File: src/rtl/tilt_move_generator_pkg.sv
// Shared types for the tilt-to-cursor move path: direction codes, the
// move-generator state encoding and a direction-to-pulse helper.
package tilt_move_generator_pkg;

    typedef enum logic [2:0] {
        DIR_NONE  = 3'd0,
        DIR_LEFT  = 3'd1,
        DIR_RIGHT = 3'd2,
        DIR_UP    = 3'd3,
        DIR_DOWN  = 3'd4
    } dir_t;

    typedef enum logic [1:0] {
        IDLE    = 2'd0,
        QUALIFY = 2'd1,
        HOLD    = 2'd2,
        REPEAT  = 2'd3
    } tilt_state_t;

    // Pulse vector ordering is {left, right, up, down}.
    function automatic logic [3:0] dir_to_pulse(input dir_t d);
        logic [3:0] v;
        case (d)
            DIR_LEFT:  v = 4'b1000;
            DIR_RIGHT: v = 4'b0100;
            DIR_UP:    v = 4'b0010;
            DIR_DOWN:  v = 4'b0001;
            default:   v = 4'b0000;
        endcase
        return v;
    endfunction

endpackage

File: src/rtl/tilt_move_generator_dir_decode.sv
// Combinational tilt decoder: maps signed angles to a single direction with
// fixed priority, letting an already engaged direction stay active down to
// the lower hysteresis threshold on its own axis and sign.
module tilt_move_generator_dir_decode
    import tilt_move_generator_pkg::*;
#(
    parameter int THRESHOLD  = 30,
    parameter int HYSTERESIS = 5
) (
    input  logic signed [8:0] i_angle_x,
    input  logic signed [8:0] i_angle_y,
    input  dir_t              i_engaged,
    output dir_t              o_raw
);

    // Ten bits so that -THRESHOLD and the full -256..255 input range compare safely.
    localparam logic signed [9:0] ENG_P = 10'(THRESHOLD);
    localparam logic signed [9:0] ENG_N = 10'(-THRESHOLD);
    localparam logic signed [9:0] HLD_P = 10'(THRESHOLD - HYSTERESIS);
    localparam logic signed [9:0] HLD_N = 10'(HYSTERESIS - THRESHOLD);

    logic signed [9:0] w_x;
    logic signed [9:0] w_y;

    assign w_x = {i_angle_x[8], i_angle_x};
    assign w_y = {i_angle_y[8], i_angle_y};

    // Engaged direction first (hysteresis band), then the plain priority decode.
    always_comb begin
        o_raw = DIR_NONE;
        if (i_engaged == DIR_LEFT && w_x >= HLD_P) begin
            o_raw = DIR_LEFT;
        end else if (i_engaged == DIR_RIGHT && w_x <= HLD_N) begin
            o_raw = DIR_RIGHT;
        end else if (i_engaged == DIR_DOWN && w_y >= HLD_P) begin
            o_raw = DIR_DOWN;
        end else if (i_engaged == DIR_UP && w_y <= HLD_N) begin
            o_raw = DIR_UP;
        end else if (w_x > ENG_P) begin
            o_raw = DIR_LEFT;
        end else if (w_x < ENG_N) begin
            o_raw = DIR_RIGHT;
        end else if (w_y > ENG_P) begin
            o_raw = DIR_DOWN;
        end else if (w_y < ENG_N) begin
            o_raw = DIR_UP;
        end
    end

endmodule

File: src/rtl/tilt_move_generator.sv
// Tilt move generator: turns CORDIC tilt angles into debounced, hysteretic,
// one-cycle cursor move pulses with auto-repeat while a tilt is held.
module tilt_move_generator
    import tilt_move_generator_pkg::*;
#(
    parameter int THRESHOLD       = 30,
    parameter int HYSTERESIS      = 5,
    parameter int DEBOUNCE_CYCLES = 250_000,
    parameter int REPEAT_DELAY    = 12_500_000,
    parameter int REPEAT_PERIOD   = 5_000_000,
    parameter int CNT_W           = 24
) (
    input  logic              clk,
    input  logic              reset,
    input  logic signed [8:0] angle_x,
    input  logic signed [8:0] angle_y,
    input  logic              enable,
    output logic              left_tilt,
    output logic              right_tilt,
    output logic              up_tilt,
    output logic              down_tilt,
    output dir_t              held_dir
);

    localparam logic [CNT_W-1:0] DEB_LAST = CNT_W'(DEBOUNCE_CYCLES - 1);
    localparam logic [CNT_W-1:0] RD_LAST  = CNT_W'(REPEAT_DELAY - 1);
    localparam logic [CNT_W-1:0] RP_LAST  = CNT_W'(REPEAT_PERIOD - 1);

    tilt_state_t      r_state;
    tilt_state_t      w_state_nxt;
    dir_t             r_cand;
    dir_t             w_cand_nxt;
    logic [CNT_W-1:0] r_cnt;
    logic [CNT_W-1:0] w_cnt_nxt;
    dir_t             w_pulse_dir;
    dir_t             w_engaged;
    dir_t             w_raw;
    logic [3:0]       r_pulse;
    dir_t             r_held_dir;

    // Only a direction that has already produced its first pulse gets hysteresis.
    assign w_engaged = (r_state == HOLD || r_state == REPEAT) ? r_cand : DIR_NONE;

    tilt_move_generator_dir_decode #(
        .THRESHOLD  (THRESHOLD),
        .HYSTERESIS (HYSTERESIS)
    ) u_decode (
        .i_angle_x (angle_x),
        .i_angle_y (angle_y),
        .i_engaged (w_engaged),
        .o_raw     (w_raw)
    );

    // Next-state, candidate, counter and pulse selection.
    always_comb begin
        w_state_nxt = r_state;
        w_cand_nxt  = r_cand;
        w_cnt_nxt   = r_cnt + 1'b1;
        w_pulse_dir = DIR_NONE;
        if (!enable) begin
            w_state_nxt = IDLE;
            w_cand_nxt  = DIR_NONE;
            w_cnt_nxt   = '0;
        end else begin
            case (r_state)
                IDLE: begin
                    w_cnt_nxt = '0;
                    if (w_raw != DIR_NONE) begin
                        w_state_nxt = QUALIFY;
                        w_cand_nxt  = w_raw;
                    end
                end
                QUALIFY: begin
                    if (w_raw == DIR_NONE) begin
                        w_state_nxt = IDLE;
                        w_cand_nxt  = DIR_NONE;
                        w_cnt_nxt   = '0;
                    end else if (w_raw != r_cand) begin
                        w_cand_nxt = w_raw;
                        w_cnt_nxt  = '0;
                    end else if (r_cnt == DEB_LAST) begin
                        w_pulse_dir = r_cand;
                        w_state_nxt = HOLD;
                        w_cnt_nxt   = '0;
                    end
                end
                HOLD, REPEAT: begin
                    if (w_raw != r_cand) begin
                        // Losing the engaged direction never emits a pulse.
                        w_cnt_nxt = '0;
                        if (w_raw == DIR_NONE) begin
                            w_state_nxt = IDLE;
                            w_cand_nxt  = DIR_NONE;
                        end else begin
                            w_state_nxt = QUALIFY;
                            w_cand_nxt  = w_raw;
                        end
                    end else if (r_cnt == ((r_state == HOLD) ? RD_LAST : RP_LAST)) begin
                        w_pulse_dir = r_cand;
                        w_state_nxt = REPEAT;
                        w_cnt_nxt   = '0;
                    end
                end
                default: begin
                    w_state_nxt = IDLE;
                    w_cand_nxt  = DIR_NONE;
                    w_cnt_nxt   = '0;
                end
            endcase
        end
    end

    // State, counter and registered outputs.
    always_ff @(posedge clk) begin
        if (reset) begin
            r_state    <= IDLE;
            r_cand     <= DIR_NONE;
            r_cnt      <= '0;
            r_pulse    <= 4'b0000;
            r_held_dir <= DIR_NONE;
        end else begin
            r_state    <= w_state_nxt;
            r_cand     <= w_cand_nxt;
            r_cnt      <= w_cnt_nxt;
            r_pulse    <= dir_to_pulse(w_pulse_dir);
            r_held_dir <= (w_state_nxt == HOLD || w_state_nxt == REPEAT) ? w_cand_nxt : DIR_NONE;
        end
    end

    assign left_tilt  = r_pulse[3];
    assign right_tilt = r_pulse[2];
    assign up_tilt    = r_pulse[1];
    assign down_tilt  = r_pulse[0];
    assign held_dir   = r_held_dir;

endmodule

File: config.mk
export PLATFORM = sky130hd
export DESIGN_NAME = tilt_move_generator
export DESIGN_NICKNAME = d
export VERILOG_FILES = /design/src/rtl/tilt_move_generator_pkg.sv /design/src/rtl/tilt_move_generator_dir_decode.sv /design/src/rtl/tilt_move_generator.sv
export SDC_FILE = /design/constraint.sdc
export NUM_CORES = 1
export LEC_CHECK = 0
export CORE_AREA = 3 3 73 75
export DETAILED_ROUTE_END_ITERATION = 10
export DIE_AREA = 0 0 76 78
export PLACE_DENSITY = 0.74
export SLEW_MARGIN = 40
export SYNTH_ARGS = -nofsm -noshare
export SYNTH_HDL_FRONTEND = slang
export SYNTH_SLANG_ARGS = --single-unit
File: constraint.sdc
create_clock -name clk -period 2.8 [get_ports clk]
set_clock_uncertainty 0.15 [all_clocks]
set_input_delay 0.56 -clock clk [delete_from_list [all_inputs] [get_ports clk]]
set_output_delay 0.56 -clock clk [all_outputs]
set_load 0.02 [all_outputs]
## After elaboration in Yosys (flattened, before gate mapping)

Cells that the tools add are included.

| word-level totals | value |
|---|---|
| bits in registers | 36 |
| logic and storage cells | 84 |

| operators by class | value |
|---|---|
| add/subtract/negate cells | 1 |
| order comparisons | 8 |
| equal/unequal tests | 16 |
| multiplexer cells | 40 |
| bitwise logic cells | 2 |
| reductions and logical operators | 12 |

Operators with widths:

| operator | number |
|---|---|
| 24-bit 2-to-1 mux | 6 |
| 24-bit one-hot mux with 3 select lines | 1 |
| 3-bit 2-to-1 mux | 20 |
| 24-bit by 1-bit adder with 24-bit output, second input constant | 1 |
| 24-bit by 18-bit == test with 1-bit output, second input constant | 1 |
| 24-bit == test | 1 |
| 9-bit by 6-bit >= comparator with 1-bit output, second input constant | 2 |
| 9-bit by 6-bit > comparator with 1-bit output, second input constant | 2 |
| 9-bit by 6-bit <= comparator with 1-bit output, second input constant | 2 |
| 9-bit by 6-bit < comparator with 1-bit output, second input constant | 2 |
| 2-bit 2-to-1 mux | 8 |
| 4-bit one-hot mux with 4 select lines | 1 |
| 3-bit by 2-bit == test with 1-bit output, second input constant | 4 |
| 3-bit one-hot mux with 3 select lines | 1 |
| 2-bit == test, second input constant | 4 |
| 3-bit by 1-bit == test with 1-bit output, second input constant | 2 |
| 3-bit == test, second input constant | 2 |
| 2-bit one-hot mux with 3 select lines | 1 |
| 3-bit one-hot mux with 2 select lines | 1 |
| 2-bit OR reduction | 3 |
| 1-bit logical AND | 4 |
| 3-bit logical NOT | 1 |
| 3-bit != test | 1 |
| 3-bit nonzero test | 1 |
| 5 further kinds | 7 |

## Depth between registers and ports, before layout

| depth | value |
|---|---|
| depth after elaboration | 18 |
| gate-level depth with buffers | 9 |
| depth with buffers taken out | 8 |

## Cells and area by module

A second synthesis with hierarchy kept.

| second synthesis, totals | value |
|---|---|
| cell total of the unflattened synthesis | 228 |
| area, all modules | 2,038.2 um^2 |

By module, submodules not included:

| module | instances | cells each | area each (um^2) | seq. area each (um^2) |
|---|---|---|---|---|
| tilt_move_generator | 1 | 191 | 1,791.7 | 720.7 |
| tilt_move_generator_dir_decode | 1 | 37 | 246.5 | 0.0 |

## Worst setup path after synthesis

OpenSTA, ideal clock, no wires.

| timing path | value |
|---|---|
| path kind | input to register |
| start | in angle_x[8] |
| end | reg r_state[0] |
| data arrival time | 2.318 ns |
| path slack | 0.212 ns |
| cell stages on the path | 8 |
| path buffers | 1 |
| cells stage by stage | buf_6 -> nand2b_1 -> o32a_2 -> o211a_1 -> or4_1 -> o311a_1 -> and3_2 -> a211o_1 |

| on the way | value |
|---|---|
| cells in the longest elaborated chain, start to end | 12 |
| elaborated cells on any way between the ends | 22 |
| those cells by class | order compare: 4; eq/ne: 1; mux: 13; reduce/logical: 4 |

Ends and longest elaborated chain:

| element | RTL line | source |
|---|---|---|
| start: declaration | tilt_move_generator.sv:15 | `input logic signed [8:0] angle_x,` |
| 9-bit by 6-bit < comparator with 1-bit output | tilt_move_generator_dir_decode.sv:41 | `end else if (w_x < ENG_N) begin` |
| 3-bit 2-to-1 mux | tilt_move_generator_dir_decode.sv:41 |  |
| 3-bit 2-to-1 mux | tilt_move_generator_dir_decode.sv:39 | `end else if (w_x > ENG_P) begin` |
| 3-bit 2-to-1 mux | tilt_move_generator_dir_decode.sv:37 | `end else if (i_engaged == DIR_UP && w_y <= HLD_N) begin` |
| 3-bit 2-to-1 mux | tilt_move_generator_dir_decode.sv:35 | `end else if (i_engaged == DIR_DOWN && w_y >= HLD_P) begin` |
| 3-bit 2-to-1 mux | tilt_move_generator_dir_decode.sv:33 | `end else if (i_engaged == DIR_RIGHT && w_x <= HLD_N) begin` |
| 3-bit 2-to-1 mux (*) | tilt_move_generator_dir_decode.sv:31 | `if (i_engaged == DIR_LEFT && w_x >= HLD_P) begin` |
| 3-bit != test or 3-bit logical NOT (tied branches) | - |  |
| 2-bit 2-to-1 mux or 1-bit 2-to-1 mux (tied branches) | tilt_move_generator.sv:78, tilt_move_generator.sv:91 |  |
| 2-bit 2-to-1 mux (on tied branches) | tilt_move_generator.sv:74, tilt_move_generator.sv:88 |  |
| 2-bit one-hot mux with 3 select lines (*) | tilt_move_generator.sv:65 | `case (r_state)` |
| 2-bit 2-to-1 mux (*) | tilt_move_generator.sv:60 | `if (!enable) begin` |
| end signal: assignment | tilt_move_generator.sv:122 | `r_state <= w_state_nxt;` |
| end: declaration | tilt_move_generator.sv:29 | `tilt_state_t r_state;` |

Every way passes the cells marked *; elsewhere a longest branch is shown, timed or not.
A chain may end at the register's enable or synchronous reset.

## Worst setup path in the final report

| timing path | value |
|---|---|
| start | in angle_y[4] |
| end | reg r_state[0] |

| on the way | value |
|---|---|
| cells in the longest elaborated chain, start to end | 14 |
| elaborated cells on any way between the ends | 24 |
| those cells by class | order compare: 4; eq/ne: 1; mux: 15; reduce/logical: 4 |

Ends and longest elaborated chain:

| element | RTL line | source |
|---|---|---|
| start: declaration | tilt_move_generator.sv:16 | `input logic signed [8:0] angle_y,` |
| 9-bit by 6-bit < comparator with 1-bit output | tilt_move_generator_dir_decode.sv:45 | `end else if (w_y < ENG_N) begin` |
| 2-bit 2-to-1 mux | tilt_move_generator_dir_decode.sv:45 |  |
| 3-bit 2-to-1 mux | tilt_move_generator_dir_decode.sv:43 | `end else if (w_y > ENG_P) begin` |
| 3-bit 2-to-1 mux | tilt_move_generator_dir_decode.sv:41 |  |
| 3-bit 2-to-1 mux | tilt_move_generator_dir_decode.sv:39 |  |
| 3-bit 2-to-1 mux | tilt_move_generator_dir_decode.sv:37 |  |
| 3-bit 2-to-1 mux (*) | tilt_move_generator_dir_decode.sv:35 |  |
| 3-bit 2-to-1 mux (*) | tilt_move_generator_dir_decode.sv:33 |  |
| 3-bit 2-to-1 mux (*) | tilt_move_generator_dir_decode.sv:31 |  |
| 3-bit != test or 3-bit logical NOT (tied branches) | - |  |
| 2-bit 2-to-1 mux or 1-bit 2-to-1 mux (tied branches) | tilt_move_generator.sv:78, tilt_move_generator.sv:91 |  |
| 2-bit 2-to-1 mux (on tied branches) | tilt_move_generator.sv:74, tilt_move_generator.sv:88 |  |
| 2-bit one-hot mux with 3 select lines (*) | tilt_move_generator.sv:65 |  |
| 2-bit 2-to-1 mux (*) | tilt_move_generator.sv:60 |  |

Marked as above.

==> qor.yml <==
synth-edff-count: 0
path_class: "primary input to flop"
synth_ff_type: "dfxtp_1"
outcome: "complete, no violations"
start_util: 0.447
fin_nets: 334
dieArea_um2: 5930
syn_area_um2: 2110
io_pins: 28
finalWorstSetupSlack_ps: 85.5
pre_cts_slack_ps: -413
clock_sinks: 36
port_buffers: 27
vdd_ir_drop_max_v: 0.000575
yosysWarnings: 0
grt_max_degree: 13
drt_iter0_drc: 92
end_kind: "flop"
regToRegEndpoint: "r_cnt[21]"
min_from: "r_cnt[0]"
netlist_instances: 244
max_freq_mhz: 368
path_max_fanout: 4
cts_buffer_depth: 2
holdPathStages: 1
ant_nets: 0
via_count: 2055
cts-buffers-inserted: 5
drv_slew: 0
total_power_uw: 1120
grt_usage: 0.182
fin_util: 0.638
maxCapViolCount: 0
root_buffer: "clkbuf_8"
hold_viol: 0
mostFrequentLayoutCells: "nor2_1, dfxtp_1, buf_4"
synth_cell_types: 60
syn_area_per_cell_um2: 8.65
rr_worst_depth: 10
period_share: 0.969
antenna_found_initial: 0
ys_ff_latch: 36
hold_class: "flop to flop"
cp.arrival_ps: 2740
fp.dieW_um: 76
r2r_slack_ps: 160
min_period_ps: 2710
critPathLaunchType: "primary input"
rr_startpoint: "r_cnt[0]"
p_leak_uw: 0.00111
yosysSeqAreaShare: 0.342
clk-insertion-delay-late_ps: 280
worstMarginPinSlew_ps: 459
rows: 25
avgViaCountPerCell: 5.41
cts_tree: "built"
max_slew_margin: 0.691
clkTransAtPathRegs_ps: 70
gp_congestion: 0.826
cp.required_ps: 2820
hold_ws_ps: 341
ys_async_sr_fraction: 0
antenna_cells: 0
syn_to_final_growth_pct: 42.8
synth_fp_nets: 266
grt_overflow: 0
routed_wl_um: 5530
finalSetupViolCount: 0
dp_hpwl_um: 3710
hold_path_end: "r_cnt[0]"
grt_pass1_vias: 2053
cts_hold_buf: 0
dr.pass1.iters: 4
fin_area_um2: 3010
die_h_um: 78
cts_max_level: 2
routedWlPerCell_um: 14.5
drc: 0
power.density_nw_per_um2: 373
grt_first_pass_wirelength_um: 8960
drive_gt1_frac: 0.300
core_um2: 4720
dpl_cell_area_um2: 2630
==> metrics by stage <==
stage,std cells,TNS [ps]
6_report,380,0
5_1_grt,380,-9.57
4_1_cts,374,-11.6
3_5_place_dp,359,-12360
3_3_place_gp,359,-10620
2_1_floorplan,244,0
==> registers in the layout (all words and copies together), names as in the netlist <==
signal / cells
r_pulse: 4
r_state: 2
held_dir: 3
r_cnt: 24
r_cand: 3
==> synth_stat cells, drive strengths merged (3+ instances only) <==
cell | n | share of area
nor2 | 48 | 0.097
dfxtp | 36 | 0.34
nand2 | 24 | 0.043
xor2 | 12 | 0.050
nand4 | 10 | 0.040
xnor2 | 10 | 0.042
nand3 | 9 | 0.021
nand2b | 7 | 0.021
nor3 | 7 | 0.019
nor4 | 7 | 0.031
a21oi | 5 | 0.012
and3 | 5 | 0.015
inv | 5 | 0.0089
buf | 4 | 0.020
nor2b | 4 | 0.012
o21ai | 4 | 0.0095
a2111oi | 3 | 0.024
nor4b | 3 | 0.012
o2111ai | 3 | 0.018
or4 | 3 | 0.012
==> report_power, final <==
part	switching [uW]	internal (uW)	leakage [uW]
combinational	74.6	84.9	0.000762
sequential	6.23	516	0.000291
clock	179	264	0.0000552
==> logic make-up (layout without fill, tap and decap cells) <==
kind of cell    Yosys count  after routing  synth area share
fa+ha+maj                 1              1           0.00593
xor+xnor                 22             22            0.0913
flops                    36             36             0.342
buf+inv                  10             79            0.0302
compound gates           34             34             0.152
simple gates            141            141             0.378
==> worst max-delay path by stage <==
stage,slack (ps),from,to
floorplan,210,angle_x[8],r_state[0]
global placement,-340,angle_x[6],r_cnt[10]
detailed placement,-410,angle_x[6],r_pulse[0]
CTS,-4,angle_y[7],r_cnt[19]
global route,-9,angle_y[4],r_cnt[20]
finish,90,angle_y[4],r_state[0]
==> routing by layer <==
| metal | vias up | global-route usage | wire length (um) |
|---|---|---|---|
| li1 | 1026 | - | - |
| met2 | 37 | 0.314 | 2830 |
| met3 | 8 | 0.0429 | 201 |
| met5 | - | 0 | 0 |
| met1 | 984 | 0.215 | 2410 |
| met4 | 0 | 0.0851 | 91 |
==> critical path, stage by stage <==
cell and delay [ps]:
dlygate4sd2_1 270, buf_4 160, nor2_2 110, o2111ai_2 130
buf_4 170, o211a_1 130, or4_1 430, o311a_4 170
buf_4 150, and3_2 210, a211o_1 250
==> cell type report <==
class / instances / area (um2)
multi-input combinational: 198 / 1450
fill: 381 / 1710
timing repair buffer: 66 / 631
inverter: 5 / 18.8
sequential: 36 / 721
clock buffer: 6 / 72.6
tap: 67 / 83.8
clock inverter: 2 / 35.0
==> repair_timing <==
action | 4_1_cts | 5_1_grt
pin swaps | 14 | 16
cloned | 2 | 1
buffers inserted | 5 | 5
endpoints found under the setup margin | 33 | 33
gates resized for setup | 27 | 28
(Power assumes the default switching activity.)
